### config.mk
export PLATFORM = sky130hd
export DESIGN_NAME = regbank_sequencer
export DESIGN_NICKNAME = d
export VERILOG_FILES = /design/src/rtl/regbank_sequencer.sv
export SDC_FILE = /design/constraint.sdc
export NUM_CORES = 1
export LEC_CHECK = 0
export CORE_UTILIZATION = 30
export CTS_BUF_LIST = sky130_fd_sc_hd__clkbuf_8 sky130_fd_sc_hd__clkbuf_16
export CTS_CLUSTER_SIZE = 14
export DETAILED_ROUTE_END_ITERATION = 8
export GPL_TIMING_DRIVEN = 0
export SLEW_MARGIN = 20
export SYNTH_ARGS = -nofsm -noshare
export SYNTH_HDL_FRONTEND = slang
export SYNTH_SLANG_ARGS = --single-unit
### constraint.sdc
create_clock -name CLK -period 1.5 [get_ports CLK]
set_clock_uncertainty 0.05 [all_clocks]
set_input_delay 0.3 -clock CLK [delete_from_list [all_inputs] [get_ports CLK]]
set_output_delay 0.3 -clock CLK [all_outputs]
set_load 0.05 [all_outputs]
### src/rtl/regbank_sequencer.sv
// rtl/regbank_sequencer.sv - command-driven read/write sequencer for the 8x8 register bank
module regbank_sequencer (
    input  logic       CLK,
    input  logic       RESET,
    input  logic       cmd_valid,
    output logic       cmd_ready,
    input  logic [1:0] cmd_op,
    input  logic [2:0] cmd_rd,
    input  logic [2:0] cmd_rs,
    input  logic [7:0] cmd_imm,
    input  logic [7:0] bus_in,
    output logic [2:0] bank_en_in,
    output logic [7:0] bank_wdata,
    output logic [2:0] bank_out_index,
    output logic       bank_out_enable,
    output logic       rsp_valid,
    output logic [7:0] rsp_data,
    output logic       done
);

    localparam logic [1:0] OP_MOV  = 2'b00;
    localparam logic [1:0] OP_LDI  = 2'b01;
    localparam logic [1:0] OP_SWAP = 2'b10;
    localparam logic [1:0] OP_READ = 2'b11;

    typedef enum logic [2:0] {
        IDLE = 3'd0,
        RD_A = 3'd1,
        RD_B = 3'd2,
        WR_A = 3'd3,
        WR_B = 3'd4,
        FIN  = 3'd5
    } state_t;

    state_t     state;
    state_t     state_nxt;
    logic [1:0] op_q;
    logic [2:0] rd_q;
    logic [2:0] rs_q;
    logic [7:0] imm_q;
    logic [7:0] t0;
    logic [7:0] t1;

    // State register; RESET aborts any command in flight immediately
    always_ff @(posedge CLK or posedge RESET) begin
        if (RESET) begin
            state <= IDLE;
        end else begin
            state <= state_nxt;
        end
    end

    // Capture the whole command on acceptance so inputs are free afterwards
    always_ff @(posedge CLK or posedge RESET) begin
        if (RESET) begin
            op_q  <= OP_MOV;
            rd_q  <= 3'd0;
            rs_q  <= 3'd0;
            imm_q <= 8'h00;
        end else if (state == IDLE && cmd_valid) begin
            op_q  <= cmd_op;
            rd_q  <= cmd_rd;
            rs_q  <= cmd_rs;
            imm_q <= cmd_imm;
        end
    end

    // Sample the read bus in the read states; READ results persist until the next READ
    always_ff @(posedge CLK or posedge RESET) begin
        if (RESET) begin
            t0       <= 8'h00;
            t1       <= 8'h00;
            rsp_data <= 8'h00;
        end else begin
            if (state == RD_A) begin
                t0 <= bus_in;
                if (op_q == OP_READ) begin
                    rsp_data <= bus_in;
                end
            end
            if (state == RD_B) begin
                t1 <= bus_in;
            end
        end
    end

    // Next-state sequencing per command type
    always_comb begin
        state_nxt = state;
        case (state)
            IDLE: begin
                if (cmd_valid) begin
                    state_nxt = (cmd_op == OP_LDI) ? WR_A : RD_A;
                end
            end
            RD_A: begin
                case (op_q)
                    OP_MOV:  state_nxt = WR_A;
                    OP_SWAP: state_nxt = RD_B;
                    default: state_nxt = FIN;
                endcase
            end
            RD_B:    state_nxt = WR_A;
            WR_A:    state_nxt = (op_q == OP_SWAP) ? WR_B : FIN;
            WR_B:    state_nxt = FIN;
            FIN:     state_nxt = IDLE;
            default: state_nxt = IDLE;
        endcase
    end

    // Bank and handshake outputs decoded from registered state only; read and write never overlap
    always_comb begin
        cmd_ready       = 1'b0;
        bank_en_in      = 3'd0;
        bank_wdata      = 8'h00;
        bank_out_index  = 3'd0;
        bank_out_enable = 1'b0;
        rsp_valid       = 1'b0;
        done            = 1'b0;
        case (state)
            IDLE: cmd_ready = 1'b1;
            RD_A: begin
                bank_out_index  = rs_q;
                bank_out_enable = 1'b1;
            end
            RD_B: begin
                bank_out_index  = rd_q;
                bank_out_enable = 1'b1;
            end
            WR_A: begin
                bank_en_in = rd_q;
                bank_wdata = (op_q == OP_LDI) ? imm_q : t0;
            end
            WR_B: begin
                bank_en_in = rs_q;
                bank_wdata = t1;
            end
            FIN: begin
                done      = 1'b1;
                rsp_valid = (op_q == OP_READ);
            end
            default: cmd_ready = 1'b0;
        endcase
    end

endmodule

==> metrics.log, run 1 <==
[metrics] vias in the first global route: 1612
[metrics] global-route wire length before repair: 8.383 mm
[metrics] number of diodes: 0
[metrics] ports placed on the boundary: 53
[metrics] Synth Net Count: 174
[metrics] Crit path arrival time: 1.63 ns
[metrics] proportion of netlist area held by the largest area contributor: 53.09%
[metrics] via count normalized by instance count: 4.797
[metrics] worst setup path class: flop to primary output
[metrics] busiest layer in global routing: met2
[metrics] Total Die Area: 7089 sq um
[metrics] classification of the worst-slack hold path: input pin to async pin
[metrics] Post-Route WL: 5.351 mm
[metrics] share of synthesized area occupied by flip-flops and latches: 53.09%
[metrics] H-tree lvl count: 2
[metrics] relative max-transition margin: 65.48%
[metrics] cell area power density: 2529 nW/um^2
[metrics] sw frac: 40.25%
[metrics] global routing met3 resource utilization: 3.736%
[metrics] Period Utilization, post-route: 132.0%
[metrics] part of the power in combinational logic: 64.7%
[metrics] Core Region: 6422 sq um
[metrics] Gate Count Post-Synth: 147
[metrics] internal power: 5.359 mW
[metrics] total global routing track utilization: 15.50%
[metrics] maximum fanout count along the critical path: 10
[metrics] critical path data required time: 1.15 ns
[metrics] average footprint of a synthesized cell: 13.79 sq um
[metrics] antenna violations before repair: 0
[metrics] Yosys top cell by area: dfrtp_1
[metrics] Worst Hold Slack: 0.2963 ns
[metrics] EDFF count, synth: 0
[metrics] clock buffer count from CTS: 5
[metrics] most frequently used cell type in the post-synthesis netlist: dfrtp_1
[metrics] cell types with the highest counts after synthesis: dfrtp_1, mux2_2, o21ai_0
[metrics] Congestion Overflow GR: 0
[metrics] max-cap violations: 0
[metrics] wire length per cell after detailed routing: 16.93 microns
[metrics] Pleak: 1.569 nW
[metrics] violated checks: design-rule violations, negative setup slack
[metrics] DRC Markers: 4
[metrics] CTS Hold Bufs: 0
[metrics] effective utilization at floorplan: 31.56%
[metrics] Die Wd: 84.20 microns
[metrics] Clk network pwr share: 10.6%
[metrics] Clock Sinks: 43
[metrics] standard-cell row count: 29
[metrics] top cells by area in the synthesized netlist: dfrtp_1, mux2_2, mux2_4
[metrics] core utilization of the finished layout: 55.23%
[metrics] number of slew-limit violations in the final report: 0
[metrics] time the final worst path needs with I/O delays and setup: 1.979 ns
[metrics] fraction of registers with async set/reset: 100.0%
[metrics] Initial DRT Pass Iterations: 6
[metrics] max frequency: 0.5052 GHz
[metrics] CTS tree: built
[metrics] Clock Tree Buf Depth: 2
[metrics] Cell variety after synth: 29
[metrics] Worst R2R Start: state[2]
[metrics] cell at the root of the clock tree: clkbuf_8
[metrics] Antenna Violating Nets Remaining: 0
[metrics] total vias in the final route: 1516
[metrics] Worst Reg2Reg Path Length in Cells: 9
[metrics] largest net degree at the start of global routing: 23
[metrics] number of DRC markers after the initial detailed-route iteration: 35
[metrics] critical path capture point type: primary output
[metrics] synth warn: 0
[metrics] result of the run: finished with violations
[metrics] switching power: 3.610 mW
[metrics] global placement routability congestion: 0.7826
[metrics] portion of total power attributed to sequential cells: 24.7%
[metrics] reg-to-reg slack, setup: -0.43 ns
[metrics] Post-synth top flop: dfrtp_1
[metrics] Final HPWL DP: 3.186 mm
[metrics] ratio of cells with drive above 1 in the final layout: 62.76%
[metrics] clock latency of the later-clocked register in the worst-skew pair: 0.30 ns
[metrics] floorplan die height: 84.20 microns
[metrics] setup repair after global routing missed its margin: yes
[metrics] synthesized area: 2027 sq um
[metrics] final setup vio count: 56
[metrics] Final Hold Viols: 0
[metrics] Worst-Margin Slew: 0.5170 ns
[metrics] # port buffers: 52
[metrics] FF+latch count, synth: 43
[metrics] endpoint of the most critical register-to-register path: imm_q[4]
[metrics] NumNets Final: 265
[metrics] kind of start point of the critical path: flop
[metrics] area grow syn2layout: 75.00%
[metrics] Final Worst Setup Slack: -0.4793 ns
[metrics] Worst IR Drop VDD: 1.383 mV
[metrics] routing usage on met2: 25.04%
[metrics] Clock Pin Slew Worst Setup and Hold Paths: 0.08 ns
[metrics] GRT met1 Usage: 20.77%
[metrics] Fin Setup TNS: -18.20 ns
==> final cells by class <==
cell class	instances	area, sq um
clock buffers	6	82.58
plain buffers	8	101.3
well taps	77	96.34
fillers	520	2875
inverters	3	15.01
multi-input cells	92	1185
flip-flops and latches	43	1077
repair buffers	85	954.7
clock inverters	2	35.03
==> layout by cell type, fill, tap and decap left out, types with 2 or more instances in the layout <==
cell type,netlist,final
o21ai_2,0,2
clkbuf_8,0,7
clkdlybuf4s15_2,0,8
nor2_4,1,2
buf_6,1,31
buf_12,1,2
buf_16,0,2
a22o_4,0,6
o21ai_4,0,7
clkdlybuf4s50_1,0,26
nor3b_4,1,4
mux2i_2,0,6
buf_8,1,10
mux2i_1,8,2
nand2_1,10,10
mux2_4,10,39
buf_4,2,13
dfrtp_1,43,42
==> cells by family after synthesis <==
logic type	synth area share, %
compound gates	6.420
flops	53.09
simple gates	7.902
buf+inv	4.567
mux	28.02
==> critical path, cell delays in order (launching register included) <==
cell     delay, ns
dfrtp_2       0.44
buf_6         0.15
nor3b_4       0.20
buf_6         0.18
nand2_1       0.10
o21ai_4       0.07
buf_6         0.18
==> routing by layer <==
layer  up-vias  share of wire [%]
met4         0                1.7
met5         -                  0
met1       771                 46
met3         7                3.6
met2        31                 49
li1        707                  -
==> what timing repair did <==
item,in CTS,in global routing
resized for setup,193,30
gates cloned,1,0
setup endpoints to repair,56,54
pin swaps,10,8
buffers inserted,23,14
==> worst max-delay path by stage <==
stage / startpoint / to / slack, ns
2_1_floorplan: state[2] / imm_q[0] / -0.39
3_3_place_gp: state[0] / bank_wdata[3] / -0.97
3_5_place_dp: state[0] / bank_wdata[3] / -1.0
4_1_cts: state[0] / bank_wdata[3] / -0.50
5_1_grt: state[0] / bank_wdata[2] / -0.56
6_report: state[0] / bank_wdata[3] / -0.48
==> stage by stage <==
stage	std cells	cell area [sq um]	total power [mW]	setup WS, ns
floorplan	147	2252	5.495	-0.3906
global placement	276	2869	6.531	-0.9688
detailed placement	277	2897	6.577	-0.9984
CTS	307	3400	8.562	-0.4971
global route	316	3547	9.362	-0.5646
finish	316	3547	8.969	-0.4793
==> registers in the layout (all words and copies together), names as in the netlist <==
signal and flops:
rs_q 3, rsp_data 8, t0 8, imm_q 8, state 3, op_q 2, t1 8, rd_q 3
==> power by group through the flow <==
| stage | sequential [mW] | clock, mW | combinational (mW) |
|---|---|---|---|
| finish | 2.22 | 0.951 | 5.80 |
| global route | 2.29 | 1.03 | 6.04 |
| CTS | 2.21 | 0.971 | 5.38 |
| detailed placement | 2.19 | 0 | 4.39 |
| global placement | 2.18 | 0 | 4.35 |
| floorplan | 2.47 | 0 | 3.03 |
(Power assumes the default switching activity.)
==> run 2, diff against run 1 <==
- SKIP_CTS_REPAIR_TIMING: not set -> 1
==> run 2 against run 1 <==
Sequential power about the same; via count increased by 0.40%; critical path depth increased by 1; sequential share of layout area about the same; cell count increased by 0.32%; register-to-register slack improved by 0.18 ns; setup slack got worse by 0.047 ns; non-clock buffer count increased by 1; hold slack improved by 0.0083 ns; global-route usage decreased by 1.6 points; the run still ends with design-rule violations, negative setup slack left; design area about the same.
==> metrics.log, run 2 (synthesized netlist as in run 1, its figures left out) <==
[metrics] Core Region: 6422 sq um
[metrics] crit path buf inv count: 4
[metrics] final setup vio count: 54
[metrics] Worst Reg2Reg Path Length in Cells: 7
[metrics] floorplan die height: 84.20 microns
[metrics] DRC Markers: 4
[metrics] Clock Pin Slew Worst Setup and Hold Paths: 0.09 ns
[metrics] # port buffers: 52
[metrics] time the final worst path needs with I/O delays and setup: 2.026 ns
[metrics] Initial DRT Pass Iterations: 6
[metrics] critical path capture point type: primary output
[metrics] Worst IR Drop VDD: 1.320 mV
[metrics] relative max-transition margin: 64.08%
[metrics] reg-to-reg slack, setup: -0.25 ns
[metrics] max frequency: 0.4936 GHz
[metrics] CP Cell Sequence: buf_6 > nor3b_4 > buf_6 > buf_12 > nand2_4 > o21ai_4 > buf_6
[metrics] via count normalized by instance count: 4.801
[metrics] number of slew-limit violations in the final report: 0
[metrics] ports placed on the boundary: 53
[metrics] area grow syn2layout: 75.12%
[metrics] cell mode on critical path: buf_6
[metrics] Die Wd: 84.20 microns
[metrics] Antenna Violating Nets Remaining: 0
[metrics] total global routing track utilization: 13.92%
[metrics] H-tree lvl count: 2
[metrics] most frequent cells in the layout: dfrtp_1, mux2_4, buf_6
[metrics] Critical Path End: bank_wdata[6]
[metrics] Final Worst Setup Slack: -0.5258 ns
[metrics] ratio of cells with drive above 1 in the final layout: 60.83%
[metrics] clock buffer count from CTS: 5
[metrics] global-route wire length before repair: 7.569 mm
[metrics] Period Utilization, post-route: 135.1%
[metrics] Final Hold Viols: 0
[metrics] NumNets Final: 266
[metrics] largest net degree at the start of global routing: 23
[metrics] Worst-Margin Slew: 0.5381 ns
[metrics] first element of the critical path: state[1]
[metrics] worst setup path class: flop to primary output
[metrics] most common cell after layout, fill and taps aside: dfrtp_1
[metrics] worst setup slack after placement: -0.9984 ns
[metrics] Clock Tree Buf Depth: 2
[metrics] Final HPWL DP: 3.186 mm
[metrics] cell area power density: 2501 nW/um^2
[metrics] Total Die Area: 7089 sq um
[metrics] effective utilization at floorplan: 31.56%
[metrics] Crit path arrival time: 1.68 ns
[metrics] slowest stage cell, crit path: dfrtp_1
[metrics] global placement routability congestion: 0.7826
[metrics] Congestion Overflow GR: 0
[metrics] kind of start point of the critical path: flop
[metrics] maximum fanout count along the critical path: 5
[metrics] total vias in the final route: 1522
[metrics] cell at the root of the clock tree: clkbuf_8
[metrics] wire length per cell after detailed routing: 16.80 microns
[metrics] critical path data required time: 1.15 ns
[metrics] Post-Route WL: 5.326 mm
[metrics] antenna violations before repair: 0
[metrics] Worst Hold Slack: 0.3047 ns
[metrics] Clock Sinks: 43
[metrics] Worst R2R Start: state[1]
[metrics] setup repair after global routing missed its margin: yes
[metrics] clock latency of the later-clocked register in the worst-skew pair: 0.30 ns
[metrics] standard-cell row count: 29
[metrics] critical path's top delay family: buffers and inverters
[metrics] violated checks: design-rule violations, negative setup slack
[metrics] slowest cell delay on critical path: 0.43 ns
[metrics] endpoint of the most critical register-to-register path: t1[4]
[metrics] depth of the critical timing path with buffers and inverters included: 7
[metrics] number of diodes: 0
[metrics] vias in the first global route: 1461
[metrics] max-cap violations: 0
[metrics] classification of the worst-slack hold path: input pin to async pin
[metrics] number of DRC markers after the initial detailed-route iteration: 33
[metrics] Pleak: 1.664 nW
[metrics] CTS tree: built
[metrics] result of the run: finished with violations
==> run 2: cell types whose count changed in the layout (fill, tap and decap cells not counted), moves of 2 or more <==
cell,delta
buf_4,+4
mux2_4,-7
dlymetal6s2s_1,+8
mux2_2,+7
clkdlybuf4s15_2,-8
nand2_4,+4
buf_8,-5
nand2_1,-4
buf_12,+3
o21ai_0,+2
==> run 2: worst min-delay path by stage <==
| stage | startpoint | endpoint | slack, ns | cells past startpoint |
|---|---|---|---|---|
| after floorplan | cmd_valid | state[0] | 0.37 | 2 |
| after global placement | t0[6] | t0[6] | 0.44 | 1 |
| after detailed placement | t0[1] | t0[1] | 0.45 | 1 |
| after CTS | RESET | rd_q[2] | 0.31 | 2 |
| after global routing | RESET | rd_q[2] | 0.35 | 2 |
| final | RESET | rd_q[2] | 0.30 | 2 |
==> run 2: metrics by stage <==
stage | cell area [sq um] | TNS [ns] | utilization (%) | instances | total power, mW
global placement | 2869 | -56.54 | 44.67 | 276 | 6.531
detailed placement | 2897 | -21.97 | 45.10 | 277 | 6.577
floorplan | 2252 | -8.874 | - | 147 | 5.495
CTS | 3014 | -29.19 | 46.93 | 285 | 7.540
finish | 3550 | -13.39 | 55.27 | 317 | 8.876
global route | 3550 | -16.63 | 55.27 | 317 | 9.269
==> run 2: power breakdown <==
part / internal, mW / switching (mW) / leakage [nW]
Sequential: 1.76 / 0.479 / 0.510
Combinational: 2.97 / 2.70 / 1.09
Clock: 0.540 / 0.424 / 0.0612
==> run 2: routing by layer <==
metal	wire length [microns]	part of all wire, %	GRT usage [%]
met5	0	0	0
met4	48	0.90	3.762
met3	182	3.4	3.736
met2	2678	50	22.95
met1	2416	45	18.13
==> run 2: final cells by class <==
type                       count  area [sq um]
multi-input combinational     92          1185
sequential                    43          1077
timing repair buffer          85         930.9
clock inverter                 2         35.03
inverter                       3         15.01
tap                           77         96.34
buffer                         9         127.6
fill                         528          2873
clock buffer                   6         82.58
